**config.mk**
```make
export PLATFORM = sky130hd
export DESIGN_NAME = gate_seq1
export DESIGN_NICKNAME = d
export VERILOG_FILES = /design/src/rtl/gate_seq1_pkg.sv /design/src/rtl/gate_seq1_tick_edge.sv /design/src/rtl/gate_seq1.sv
export SDC_FILE = /design/constraint.sdc
export NUM_CORES = 1
export LEC_CHECK = 0
export BUFFER_PORTS_ARGS = -buffer_cell sky130_fd_sc_hd__buf_2
export CORE_MARGIN = 8
export CORE_UTILIZATION = 31
export DETAILED_ROUTE_END_ITERATION = 12
export PLACE_DENSITY = 0.54
export SKIP_CTS_REPAIR_TIMING = 1
export SLEW_MARGIN = 10
export SYNTH_ARGS = -nofsm -noshare
export SYNTH_HDL_FRONTEND = slang
export SYNTH_SLANG_ARGS = --single-unit
```
**constraint.sdc**
```tcl
create_clock -name clk -period 3.1 [get_ports clk]
set_clock_uncertainty 0.2 [all_clocks]
set_input_delay 0.155 -clock clk [delete_from_list [all_inputs] [get_ports clk]]
set_output_delay 0.155 -clock clk [all_outputs]
set_load 0.02 [all_outputs]
```
**src/rtl/gate_seq1_pkg.sv**
```systemverilog
// Shared types and default barrier geometry for the level-1 gate and the
// player controllers that need to agree on where the barrier is.
package state_pkg;

  localparam int unsigned GATE_X_MIN = 310;
  localparam int unsigned GATE_X_MAX = 450;
  localparam int unsigned GATE_H     = 120;

  typedef enum logic [2:0] {
    G_CLOSED,
    G_OPENING,
    G_OPEN,
    G_HOLD,
    G_CLOSING
  } GateState;

  // Inclusive unsigned span test on 12-bit screen coordinates.
  function automatic logic in_span(input logic [11:0] x,
                                   input logic [11:0] lo,
                                   input logic [11:0] hi);
    return (x >= lo) && (x <= hi);
  endfunction

endpackage

```
**src/rtl/gate_seq1_tick_edge.sv**
```systemverilog
// Rising-edge detector for the vertical sync level: one pulse per frame no
// matter how long v_tick stays high.
module tick_edge (
  input  logic clk_i,
  input  logic rst_i,
  input  logic level_i,
  output logic pulse_o
);

  logic level_q;

  // Remember last cycle's level so only the low-to-high transition pulses.
  always_ff @(posedge clk_i or posedge rst_i) begin
    if (rst_i) level_q <= 1'b0;
    else       level_q <= level_i;
  end

  assign pulse_o = level_i & ~level_q;

endmodule

```
**src/rtl/gate_seq1.sv**
```systemverilog
// Frame-rate sequencer for the level-1 barrier: animated height, occupancy
// safety, gate_open qualifier and level-completion detection.
// Build option GATE_SEQ1_AUTOCLOSE_EN: when defined, a released open gate
// enters HOLD and closes automatically after HOLD_FRAMES; when undefined,
// OPEN is terminal and the hold timer does not exist.
module gate_seq1 import state_pkg::*; #(
  parameter int unsigned GATE_X_MIN  = state_pkg::GATE_X_MIN,
  parameter int unsigned GATE_X_MAX  = state_pkg::GATE_X_MAX,
  parameter int unsigned GATE_H      = state_pkg::GATE_H,
  parameter int unsigned STEP        = 4,
  parameter int unsigned EXIT_X      = 640,
  parameter int unsigned EXIT_FRAMES = 30
`ifdef GATE_SEQ1_AUTOCLOSE_EN
  , parameter int unsigned HOLD_FRAMES = 60
`endif
) (
  input  logic        clk,
  input  logic        rst,
  input  logic        v_tick,
  input  logic [1:0]  button_pressed,
  input  logic [11:0] xpos_player1,
  input  logic [11:0] xpos_player2,
  output logic        gate_open,
  output logic [7:0]  gate_height,
  output GateState    gate_state,
  output logic        level_done
);

  localparam logic [11:0] XMIN12 = 12'(GATE_X_MIN);
  localparam logic [11:0] XMAX12 = 12'(GATE_X_MAX);
  localparam logic [11:0] EXIT12 = 12'(EXIT_X);
  localparam logic [8:0]  H9     = 9'(GATE_H);
  localparam logic [7:0]  H8     = 8'(GATE_H);
  localparam logic [8:0]  STEP9  = 9'(STEP);
  localparam logic [7:0]  EXIT8  = 8'(EXIT_FRAMES);
`ifdef GATE_SEQ1_AUTOCLOSE_EN
  localparam logic [7:0]  HOLD8  = 8'(HOLD_FRAMES - 1);
`endif

  logic       f_tick;
  logic       pressed;
  logic       occupied;
  logic       both_exit;

  GateState   state_q;
  logic [7:0] height_q;
`ifdef GATE_SEQ1_AUTOCLOSE_EN
  logic [7:0] hold_cnt_q;
`endif
  logic [7:0] exit_cnt_q, exit_cnt_d;
  logic       level_done_q;

  logic [8:0] dn9, up9;
  logic [7:0] height_dn, height_up;

  tick_edge u_tick_edge (
    .clk_i   (clk),
    .rst_i   (rst),
    .level_i (v_tick),
    .pulse_o (f_tick)
  );

  assign pressed   = |button_pressed;
  assign occupied  = in_span(xpos_player1, XMIN12, XMAX12) |
                     in_span(xpos_player2, XMIN12, XMAX12);
  assign both_exit = (xpos_player1 >= EXIT12) && (xpos_player2 >= EXIT12);

  // Saturating one-step height moves; 9-bit so the borrow/overflow is visible.
  always_comb begin
    dn9       = {1'b0, height_q} - STEP9;
    up9       = {1'b0, height_q} + STEP9;
    height_dn = dn9[8] ? '0 : dn9[7:0];
    height_up = (up9 >= H9) ? H8 : up9[7:0];
  end

  // Gate FSM with height animation and hold timer, advanced once per frame.
  always_ff @(posedge clk or posedge rst) begin
    if (rst) begin
      state_q    <= G_CLOSED;
      height_q   <= H8;
`ifdef GATE_SEQ1_AUTOCLOSE_EN
      hold_cnt_q <= '0;
`endif
    end else if (f_tick) begin
      unique case (state_q)
        G_CLOSED: begin
          if (pressed) state_q <= G_OPENING;
        end
        G_OPENING: begin
          if (!pressed && !occupied) begin
            state_q <= G_CLOSING;
          end else begin
            height_q <= height_dn;
            if (height_dn == '0) state_q <= G_OPEN;
          end
        end
        G_OPEN: begin
`ifdef GATE_SEQ1_AUTOCLOSE_EN
          if (!pressed) begin
            state_q    <= G_HOLD;
            hold_cnt_q <= HOLD8;
          end
`else
          state_q <= G_OPEN;
`endif
        end
        G_HOLD: begin
`ifdef GATE_SEQ1_AUTOCLOSE_EN
          // Press wins over expiry; an occupied region parks us at zero.
          if (pressed) begin
            state_q <= G_OPEN;
          end else if (hold_cnt_q == '0 && !occupied) begin
            state_q <= G_CLOSING;
          end else if (hold_cnt_q != '0) begin
            hold_cnt_q <= hold_cnt_q - 8'd1;
          end
`else
          state_q <= G_OPEN;
`endif
        end
        G_CLOSING: begin
          if (pressed || occupied) begin
            state_q <= G_OPENING;
          end else begin
            height_q <= height_up;
            if (height_up == H8) state_q <= G_CLOSED;
          end
        end
        default: state_q <= G_CLOSED;
      endcase
    end
  end

  // Next exit-run count: saturating while both players sit at the exit.
  always_comb begin
    exit_cnt_d = '0;
    if (both_exit) exit_cnt_d = (exit_cnt_q == '1) ? exit_cnt_q : exit_cnt_q + 8'd1;
  end

  // Exit run counter and sticky level-complete flag.
  always_ff @(posedge clk or posedge rst) begin
    if (rst) begin
      exit_cnt_q   <= '0;
      level_done_q <= 1'b0;
    end else if (f_tick) begin
      exit_cnt_q <= exit_cnt_d;
      if (exit_cnt_d >= EXIT8) level_done_q <= 1'b1;
    end
  end

  assign gate_open   = (state_q == G_OPEN) || (state_q == G_HOLD);
  assign gate_height = height_q;
  assign gate_state  = state_q;
  assign level_done  = level_done_q;

endmodule

```
---- Yosys cells after proc, flatten, opt, wreduce, memory -nomap -nowiden ----
Index checks and enable logic that the tools add are counted.
operators by class
  bitwise operators ....................... 3
  div/mod/pow operators ................... 0
  $add $sub $neg .......................... 3
  shift-type cells ........................ 0
  multiply operators ...................... 0
  $lt $le $gt $ge ......................... 8
  equality and inequality tests ........... 11
  reduce and logical (&&, ||, !) cells .... 16
  multiplexer cells ....................... 13
operators by type and width
  operator                                                             count
  2-to-1 mux 8 bit                                                     6
  greater-or-equal comparator 12 x 10 -> 1 bit, second input constant  2
  greater-or-equal comparator 12 x 9 -> 1 bit, second input constant   2
  <= comparator 12 x 9 -> 1 bit, second input constant                 2
  case mux 8 bit (2 select lines)                                      1
  2-to-1 mux 3 bit                                                     5
  case mux 3 bit (4 select lines)                                      1
  adder 8 x 3 -> 9 bit, second input constant                          1
  greater-or-equal comparator 9 x 7 -> 1 bit, second input constant    1
  subtractor 8 x 3 -> 9 bit, second input constant                     1
  adder 8 x 1 -> 8 bit, second input constant                          1
  == test 8 x 7 -> 1 bit, second input constant                        1
  == test 8 bit, second input constant                                 1
  greater-or-equal comparator 8 x 5 -> 1 bit, second input constant    1
  zero test 8 bit                                                      1
  AND reduction 4 bit                                                  2
  == test 3 x 2 -> 1 bit, second input constant                        2
  != test 2 bit, second input constant                                 3
  != test 3 bit, second input constant                                 2
  logical AND 1 bit                                                    4
  OR reduction 2 bit                                                   2
  == test 3 x 1 -> 1 bit, second input constant                        1
  == test 3 bit, second input constant                                 1
  zero test 3 bit                                                      1
  other kinds (7)                                                      9
word-level totals
  memories kept ........................... 0
  bits in writable memories ............... 0
  latch bits .............................. 0
  word-level logic and storage cells ...... 59
  bits of input ports ..................... 29
  output and inout port bits .............. 13
  ROM bits ................................ 0
  flip-flop bits (word level) ............. 21

---- Logic depth before layout (Yosys ltp) ----
Gate-level depths: netlist (run 1).
  word-level depth ........................ 7
  depth in mapped cells ................... 8
  mapped depth without buffers ............ 8

---- Modules after synthesis ----
From an unflattened synthesis (run 1), not the netlist that was laid out.
unflattened totals
  cells, all modules ...................... 197
  area total of the unflattened synthesis .. 1611.5 um^2
modules (own cells, without submodules)
  module     cells an instance  sequential area each (um^2)  instances  area an instance (um^2)
  gate_seq1  194                505.5                        1          1569.0
  tick_edge  3                  25.0                         1          42.5

---- Worst setup path after synthesis (run 1) ----
Ideal clock, no wire load.
  path kind ............................... register -> register
  start ................................... register height_q[3] (netlist: gate_height[3])
  end ..................................... register height_q[2] (netlist: gate_height[2])
  data required time ...................... 2.775 ns
  path slack .............................. 0.743 ns
  cell stages (with the launch flop) ...... 8
  arrival ................................. 2.032 ns
  period minus slack after synthesis ...... 2.357 ns
  buffers on the path ..................... 0
  setup time .............................. 0.125 ns
  path through ............................ dfstp_2 inv_1 ha_1 a21oi_1 or4_1 nand3_2 a21oi_1 mux2_4
between the ends
  word-level cells in the longest chain between the ends .. 5
  elaborated cells between the ends (all ways) .. 8
  those cells by class .................... add/sub (2); order compare (1); mux (5)
RTL lines
  element                                     RTL line          text
  start, declared                             gate_seq1.sv:46   logic [7:0] height_q;
  start signal, assigned                      gate_seq1.sv:93   height_q <= height_dn;
  start signal, assigned                      gate_seq1.sv:125  height_q <= height_up;
  adder 8 x 3 -> 9 bit                        gate_seq1.sv:71   up9 = {1'b0, height_q} + STEP9;
  greater-or-equal comparator 9 x 7 -> 1 bit  gate_seq1.sv:73   height_up = (up9 >= H9) ? H8 : up9[7:0];
  2-to-1 mux 8 bit                            gate_seq1.sv:73
  2-to-1 mux 8 bit                            gate_seq1.sv:122  if (pressed || occupied) begin
  case mux 8 bit (2 select lines) *           gate_seq1.sv:85   unique case (state_q)
Mark *: on every way between the ends. The rest lies on a longest branch, timed or not. The select of a mux whose other input is x is not followed.
A chain may end at the register's enable or synchronous reset.

---- Final worst setup path (run 1) ----
Same ends and word-level chain as after synthesis.

==> flow_summary.toml, run 1 <==
[sta]
slew_headroom_pct = 41.4
hold_ws_ps = 117
finalCritPeriodShare_pct = 77.3
fin_setup_tns_ps = 0
fmax_ghz = 0.417
finalHoldViolCount = 0
setup_violations = 0
min_period_ps = 2400
slew_viol_final = 0
rsz0062_at_grt = "no"
worstMarginPinSlew_ps = 879

[place]
post_dp_cell_area_um2 = 1850
gp_congestion = 0.862
numPortBuffers = 41
dp_hpwl_um = 3200

[hold_path]
whs_endpoint = "gate_state[2]"
whs_path_depth = 3
hp-class = "input pin to flop"
worstHoldStart = "button_pressed[1]"

[layout]
fin_util_pct = 38.3
fillCellCount = 537
diodes = 0
area_growth_pct = 21.4
layout-drive-gt1-share_pct = 28.3
finalInstanceArea_um2 = 1920
nets = 260

[pwr]
p_int_w = 0.000729
swShare_pct = 44.8
vdd_drop_max_uv = 397
switchingPower_w = 0.000591
p_leak_nw = 0.826
p_per_area_nw_per_um2 = 689
clkPwrFrac_pct = 14.6
p_comb_share_pct = 47.9
seq_power_share_pct = 37.5
finalPower_w = 0.00132

[run]
maxCapViolCount = 0

[setup_path]
r2r-end = "gate_height[2]"
worst_path_most_repeated_cell = "a21oi_1"
end_kind = "flop"
crit_chain = "inv_1 -> ha_1 -> a21oi_1 -> or4_1 -> nand3_2 -> a21oi_1 -> mux2_4"
r2r_cells = 7
max_stage_delay_ps = 590
crit_buf_inv = 1
critical_path.top_delay_family = "simple AND/OR/NAND/NOR gates"
r2r_slack_ps = 700
rr_startpoint = "gate_height[3]"
critPathKind = "flop to flop"
worstSetupStartpoint = "gate_height[3]"
cp.required_ps = 3060
crit_slowest_cell = "dfstp_2"
critical_path_arrival_ps = 2350
startpoint_type = "flop"
worstPathMaxFanout = 7

[global_route]
grt_usage_pct = 11.5
grt_max_degree = 22
grt_pass1_vias = 1472
overflow = 0
grt_antenna_before_repair = 0
grt_pass1_wl_um = 7030

[outcome]
status = "complete, no violations"

[synth]
yosys-top-cells-count = "nand2_1 (19), nor2_1 (18), dfrtp_1 (17)"
yosysTopAreaCellShare_pct = 26.9
syn_avg_cell_area_um2 = 8.63
synth_flop_cell = "dfrtp_1"
syn_inst = 183
synth-seq-cells = 21
synth.area.top_cells = "dfrtp_1 (27%), dfstp_2 (6.7%), a21oi_1 (4.8%), nand2_1 (4.5%), nor2_1 (4.3%)"
yosys.area.top_type = "dfrtp_1"
async_flop_share_pct = 100
syn_nets = 216
synth.most_common_cell = "nand2_1"
ys_types = 56
ys_seq_area_share_pct = 33.6
synth_edf_count = 0
synth_warnings = 0
syn_area_um2 = 1580

[floorplanning]
die-area_um2 = 7630
die_y_um = 87.4
io_pins = 42
fp-row-count = 26
core_um2 = 5010
die_w_um = 87.4
start_util_pct = 31.5

[drt]
routed_wl_um = 4260
drc = 0
first_pass_iters = 4
vias = 1541
drtAntennaViolNets = 0
wl_per_cell_um = 14.4
via_per_inst = 5.21
drt_iter0_markers = 73

[clock_network]
clk_latency_ps = 270
clockBufferDepth = 2
cts_tree = "built"
htreeDepth = 1
cts_inserted_buffers = 3
cts.sinks = 21
clk_pin_slew_ps = 80
clockRootBuffer = "clkbuf_8"
-- cell type report --
class	count	area, um2	share of cell area (%)
repair buffers	44	233	12.1
multi-input cells	149	990	51.6
well taps	70	87.6	4.57
clock buffers	3	41.3	2.15
clock inverters	1	5.00	0.261
flip-flops and latches	21	531	27.7
inverters	8	30.0	1.57
-- routing by layer --
layer  routed length, um  track usage [%]
met1                1860             13.3
met3                 218             3.02
met2                2140             20.1
met4                  45             2.97
met5                   0                0
-- how the worst max path moves through the flow --
stage                      to  slack (ps)  cells past startpoint
4_1_cts        gate_height[2]         700                      7
2_1_floorplan  gate_height[2]         740                      7
3_3_place_gp   gate_height[2]         760                      7
6_report       gate_height[2]         700                      7
5_1_grt        gate_height[2]         600                      7
3_5_place_dp   gate_height[2]         720                      7
-- worst min-delay path, delay by kind of cell --
| family | cells | cell delay (ps) |
|---|---|---|
| AO/OA/AOI/OAI | 2 | 290 |
| buffers and inverters | 1 | 100 |
-- cell usage in the layout (no fill, tap or decap), types with 3 or more instances in the layout --
cell type / count
a21oi_1: 15
a2bb2oi_1: 3
a31oi_1: 4
and2_1: 5
buf_2: 41
clkbuf_8: 3
dfrtp_1: 17
dfstp_2: 4
ha_1: 4
inv_1: 8
mux2i_1: 3
nand2_1: 19
nand3_1: 7
nor2_1: 18
nor3_1: 7
o21ai_0: 7
o221ai_1: 3
o31ai_1: 3
xnor2_1: 5
-- stage by stage --
| step | std cells | worst slack [ps] |
|---|---|---|
| 6_report | 296 | 703 |
| 5_1_grt | 296 | 598 |
| 3_3_place_gp | 290 | 763 |
| 4_1_cts | 294 | 703 |
| 2_1_floorplan | 183 | 743 |
| 3_5_place_dp | 290 | 717 |
-- cell families (layout without fill, tap and decap cells) --
kind of cell,Yosys count,after routing,synth area share [%]
compound gates,62,62,29.2
mux,4,4,2.85
buf+inv,13,56,3.72
fa+ha+maj,4,4,3.17
flops,21,21,33.6
simple gates,74,74,24.7
xor+xnor,5,5,2.77
-- state kept, by name, summed over array words and instances, names as in the netlist --
| signal | count |
|---|---|
| exit_cnt_q | 8 |
| gate_height | 8 |
| gate_state | 3 |
| level_done | 1 |
| u_tick_edge.level_q | 1 |
-- power groups by stage --
stage	Combinational, W	Sequential [W]	Clock, W
6_report	0.000632	0.000495	0.000192
2_1_floorplan	0.000450	0.000505	0
4_1_cts	0.000632	0.000495	0.000198
5_1_grt	0.000697	0.000514	0.000206
3_3_place_gp	0.000629	0.000499	0
3_5_place_dp	0.000627	0.000500	0
No activity file was read; power rests on OpenSTA's default activity.
==> run 2, diff against run 1 <==
==> constraint.sdc (replaced) <==
create_clock -name clk -period 2.4 [get_ports clk]
set_clock_uncertainty 0.2 [all_clocks]
set_input_delay 0.12 -clock clk [delete_from_list [all_inputs] [get_ports clk]]
set_output_delay 0.12 -clock clk [all_outputs]
set_load 0.02 [all_outputs]
==> run 2 against run 1 <==
Count of clock-buffer cells in the layout stayed put. Critical path depth is the same. Utilization grew 1.7 points. Wire length hardly changed. Sequential power is 27% higher. First-iteration DRC count fell by 2.7%. Largest cell class unchanged.
==> flow_summary.toml, run 2 (synthesis gave the netlist of run 1 again) <==
[layout]
fin_util_pct = 40.0
nets = 269
diodes = 0
mostFrequentLayoutCell = "buf_2"
area_growth_pct = 26.8
finalInstanceArea_um2 = 2000
layout-drive-gt1-share_pct = 31.9
layout_common_cells = "buf_2 (41), nand2_1 (19), nor2_1 (18), dfrtp_1 (17), a21oi_1 (15)"

[sta]
min_period_ps = 2330
worstMarginPinSlew_ps = 801
slew_viol_final = 0
fmax_ghz = 0.429
finalHoldViolCount = 0
setup_violations = 0
slew_headroom_pct = 46.5
finalCritPeriodShare_pct = 97.0

[pwr]
p_per_area_nw_per_um2 = 894
vdd_drop_max_uv = 572
p_leak_nw = 0.874

[global_route]
gr-usage-met3_pct = 3.02
grt_pass1_wl_um = 7000
use_met1_pct = 13.4
grt.busiest_layer = "met2"
grt_max_degree = 22
grt_usage_pct = 11.3
grt_antenna_before_repair = 0
gr-usage-met2_pct = 19.5
grt_pass1_vias = 1507
overflow = 0

[floorplanning]
die_w_um = 87.4
core_um2 = 5010
io_pins = 42
die_y_um = 87.4
fp-row-count = 26
die-area_um2 = 7630
start_util_pct = 31.5

[hold_path]
hp-class = "input pin to flop"
worstHoldStart = "button_pressed[1]"

[place]
numPortBuffers = 41
dp_hpwl_um = 3260
gp_congestion = 0.900
post_dp_cell_area_um2 = 1920

[drt]
via_per_inst = 5.07
drc = 0
first_pass_iters = 5
drt_iter0_markers = 71
drtAntennaViolNets = 0
routed_wl_um = 4260
wl_per_cell_um = 14.0
vias = 1545

[setup_path]
rr_startpoint = "gate_height[3]"
worstPathMaxFanout = 7
critical_path_arrival_ps = 2290
startpoint_type = "flop"
worstSetupStartpoint = "gate_height[3]"
critPathKind = "flop to flop"
cp.required_ps = 2360
end_kind = "flop"

[run]
maxCapViolCount = 0

[clock_network]
clk_latency_ps = 260
cts_inserted_buffers = 3
cts_tree = "built"
clockBufferDepth = 2
clk_pin_slew_ps = 80
clockRootBuffer = "clkbuf_8"
htreeDepth = 1
cts.sinks = 21

[outcome]
status = "complete, no violations"
==> run 2: cell types whose count changed in the layout (fill, tap and decap cells not counted) <==
cell / change
nand3_4: +1
buf_4: +9
nand3_2: -1
or4_1: -1
o2111ai_2: +1
o2111ai_1: -1
or4_4: +1
==> run 2: cell type report <==
cell class | count | area, um2
Multi-Input combinational cell | 149 | 1010
Sequential cell | 21 | 531
Clock buffer | 3 | 41.3
Tap cell | 70 | 87.6
Clock inverter | 1 | 5.00
Fill cell | 544 | 3010
Timing Repair Buffer | 53 | 300
Inverter | 8 | 30.0
==> run 2: worst paths after layout <==
path	endpoint	slack, ps	cells after the start
worst min register to register	level_done	280	1
worst min-delay path	gate_state[2]	70	3
min in group asynchronous	gate_height[1]	350	3
worst max register to register	gate_height[2]	70	7
max in group asynchronous	exit_cnt_q[7]	1160	3
worst max-delay path	gate_height[2]	70	7
==> run 2: metal layers <==
layer / share of wire, % / up-vias
met5: 0 / -
met3: 4.5 / 5
met2: 50 / 31
li1: - / 796
met4: 1.1 / 0
met1: 45 / 713
==> run 2: report_power, final <==
| part | switching (W) | total (W) | leakage (nW) | internal, W |
|---|---|---|---|---|
| Combinational | 0.000498 | 0.000916 | 0.588 | 0.000418 |
| Clock | 0.000128 | 0.000244 | 0.0255 | 0.000116 |
| Sequential | 0.000166 | 0.000630 | 0.261 | 0.000464 |
==> run 2: worst max-delay path, stage by stage (launching register included) <==
cell,delay [ps]
dfstp_2,580
inv_1,80
ha_1,300
a21oi_1,50
or4_4,530
nand3_4,130
a21oi_1,70
mux2_4,270
==> run 2: metrics by stage <==
stage / hold WS, ps / setup TNS (ps) / power [W] / worst slack (ps) / std cells
5_1_grt: 81.2 / -2.88 / 0.00194 / -2.88 / 305
3_3_place_gp: 52.6 / 0 / 0.00152 / 120 / 299
6_report: 72.7 / 0 / 0.00179 / 71.0 / 305
4_1_cts: -223 / 0 / 0.00177 / 74.9 / 303
3_5_place_dp: 57.8 / 0 / 0.00152 / 78.3 / 299
2_1_floorplan: -106 / 0 / 0.00123 / 42.9 / 183
==> run 3, diff against run 2 <==
--- a/config.mk
+++ b/config.mk
@@ -9,7 +9,7 @@
 export CORE_MARGIN = 8
 export CORE_UTILIZATION = 31
 export DETAILED_ROUTE_END_ITERATION = 12
-export PLACE_DENSITY = 0.54
+export PLACE_DENSITY = 0.56
 export SKIP_CTS_REPAIR_TIMING = 1
 export SLEW_MARGIN = 10
 export SYNTH_ARGS = -nofsm -noshare
==> constraint.sdc (replaced) <==
create_clock -name clk -period 2 [get_ports clk]
set_clock_uncertainty 0.2 [all_clocks]
set_input_delay 0.1 -clock clk [delete_from_list [all_inputs] [get_ports clk]]
set_output_delay 0.1 -clock clk [all_outputs]
set_load 0.02 [all_outputs]
==> run 3 against run 2 <==
The flow now finishes with violations (setup timing). Count of clock-buffer cells in the layout did not move. Largest power group unchanged. Sequential share of layout area fell by 3.2 points. Clock power rose by 21%. Fmax rose by 8.1%. Setup slack got worse by 230 ps. Combinational power rose by 77%. Non-clock buffer count rose by 25. Final cell count rose by 8.2%.
==> flow_summary.toml, run 3 (synthesis gave the netlist of run 1 again) <==
[drt]
vias = 1708
drtAntennaViolNets = 0
first_pass_iters = 4
wl_per_cell_um = 14.3
drt_iter0_markers = 53
routed_wl_um = 4710
drc = 0
via_per_inst = 5.18

[sta]
finalCritPeriodShare_pct = 108
fin_ws_ps = -155
setup_violations = 6
rsz0062_at_grt = "yes"
finalHoldViolCount = 0
fmax_ghz = 0.464
slew_headroom_pct = 63.0
slew_viol_final = 0
fin_setup_tns_ps = -518
worstMarginPinSlew_ps = 554
min_period_ps = 2160

[layout]
diodes = 0
mostFrequentLayoutCell = "buf_2"
layout_common_cells = "buf_2 (41), buf_4 (33), nand2_1 (19), nor2_1 (18), dfrtp_1 (16)"
layout-drive-gt1-share_pct = 43.8
fin_util_pct = 45.5
instances_no_fill = 330
nets = 294
finalInstanceArea_um2 = 2280
area_growth_pct = 44.3

[hold_path]
worstHoldStart = "button_pressed[1]"
hp-class = "input pin to flop"

[setup_path]
worstPathMaxFanout = 6
crit_chain = "and3_4 -> xnor2_2 -> or4_4 -> nand3_4 -> a21oi_1 -> mux2_4"
crit_slowest_cell = "dfstp_2"
cp.required_ps = 1950
critPathKind = "flop to flop"
critical_path.top_delay_family = "simple AND/OR/NAND/NOR gates"
worstSetupStartpoint = "gate_height[3]"
startpoint_type = "flop"
max_stage_delay_ps = 580
crit_buf_inv = 0
end_kind = "flop"
critical_path_arrival_ps = 2110
rr_startpoint = "gate_height[3]"

[floorplanning]
die-area_um2 = 7630
fp-row-count = 26
die_y_um = 87.4
die_w_um = 87.4
io_pins = 42
start_util_pct = 31.5
core_um2 = 5010

[global_route]
grt_max_degree = 15
grt_antenna_before_repair = 0
grt_pass1_wl_um = 7450
grt_pass1_vias = 1638
grt_usage_pct = 12.1
overflow = 0

[clock_network]
clk_latency_ps = 260
htreeDepth = 1
clk_pin_slew_ps = 90
cts_inserted_buffers = 3
cts.sinks = 21
cts_tree = "built"
clockRootBuffer = "clkbuf_8"
clockBufferDepth = 2

[pwr]
p_comb_share_pct = 62.2
switchingPower_w = 0.00110
p_int_w = 0.00152
seq_power_share_pct = 26.5
p_leak_nw = 1.00
p_per_area_nw_per_um2 = 1150
swShare_pct = 42.0
clkPwrFrac_pct = 11.3
vdd_drop_max_uv = 991

[place]
numPortBuffers = 41
dp_hpwl_um = 3640
dp.cells = 321
gp_congestion = 0.859
post_dp_cell_area_um2 = 2110
dp_slack_ps = -164

[outcome]
violations = "setup timing"
status = "complete, but fails checks"

[run]
maxCapViolCount = 0
## run 3: cell types whose count changed in the layout (fill, tap and decap cells not counted), sizes merged
cell | previous run | this run
buf | 51 | 76
## run 3: area by class of cell
type                            instances  area, um2
Fill cell                             511       2730
Multi-Input combinational cell        149       1080
Sequential cell                        21        532
Timing Repair Buffer                   78        504
Tap cell                               70       87.6
Clock buffer                            3       41.3
Inverter                                8       30.0
Clock inverter                          1       5.00
## run 3: through the flow
stage	total power [W]	hold WS, ps
4_1_cts	0.00240	-313
2_1_floorplan	0.00152	-127
3_3_place_gp	0.00210	-27.9
3_5_place_dp	0.00210	-18.9
6_report	0.00261	174
5_1_grt	0.00278	181
## run 3: worst register-to-register path, delay by kind of cell (launching register included)
kind / cells / cell delay (ps)
and+or+nand+nor: 3 / 850
DFF: 1 / 580
muxes: 1 / 270
AOI/OAI and AO/OA: 1 / 80
xor gates and xnor gates: 1 / 70
## run 3: power by group through the flow
stage                     Sequential [W]  Clock, W  Combinational, W
after floorplan                 0.000787         0          0.000733
after global placement          0.000692         0           0.00140
after detailed placement        0.000690         0           0.00141
after CTS                       0.000684  0.000303           0.00141
after global routing            0.000711  0.000322           0.00175
final                           0.000693  0.000295           0.00162
## run 3: per-layer routing
| layer | vias up | global-route usage [%] | routed length [um] |
|---|---|---|---|
| met5 | - | 0 | 0 |
| met4 | 0 | 2.34 | 33 |
| met3 | 4 | 2.64 | 123 |
| met2 | 28 | 23.6 | 2590 |
| met1 | 831 | 12.7 | 1960 |
| li1 | 845 | - | - |
## run 3: final timing paths
| kind | endpoint | depth (start not counted) | slack (ps) |
|---|---|---|---|
| min in group asynchronous | level_done | 3 | 220 |
| setup reg to reg | gate_height[2] | 6 | -160 |
| hold / removal | gate_state[2] | 4 | 170 |
| setup / recovery | gate_height[2] | 6 | -160 |
| max in group asynchronous | exit_cnt_q[7] | 4 | 850 |
| hold reg to reg | level_done | 1 | 270 |
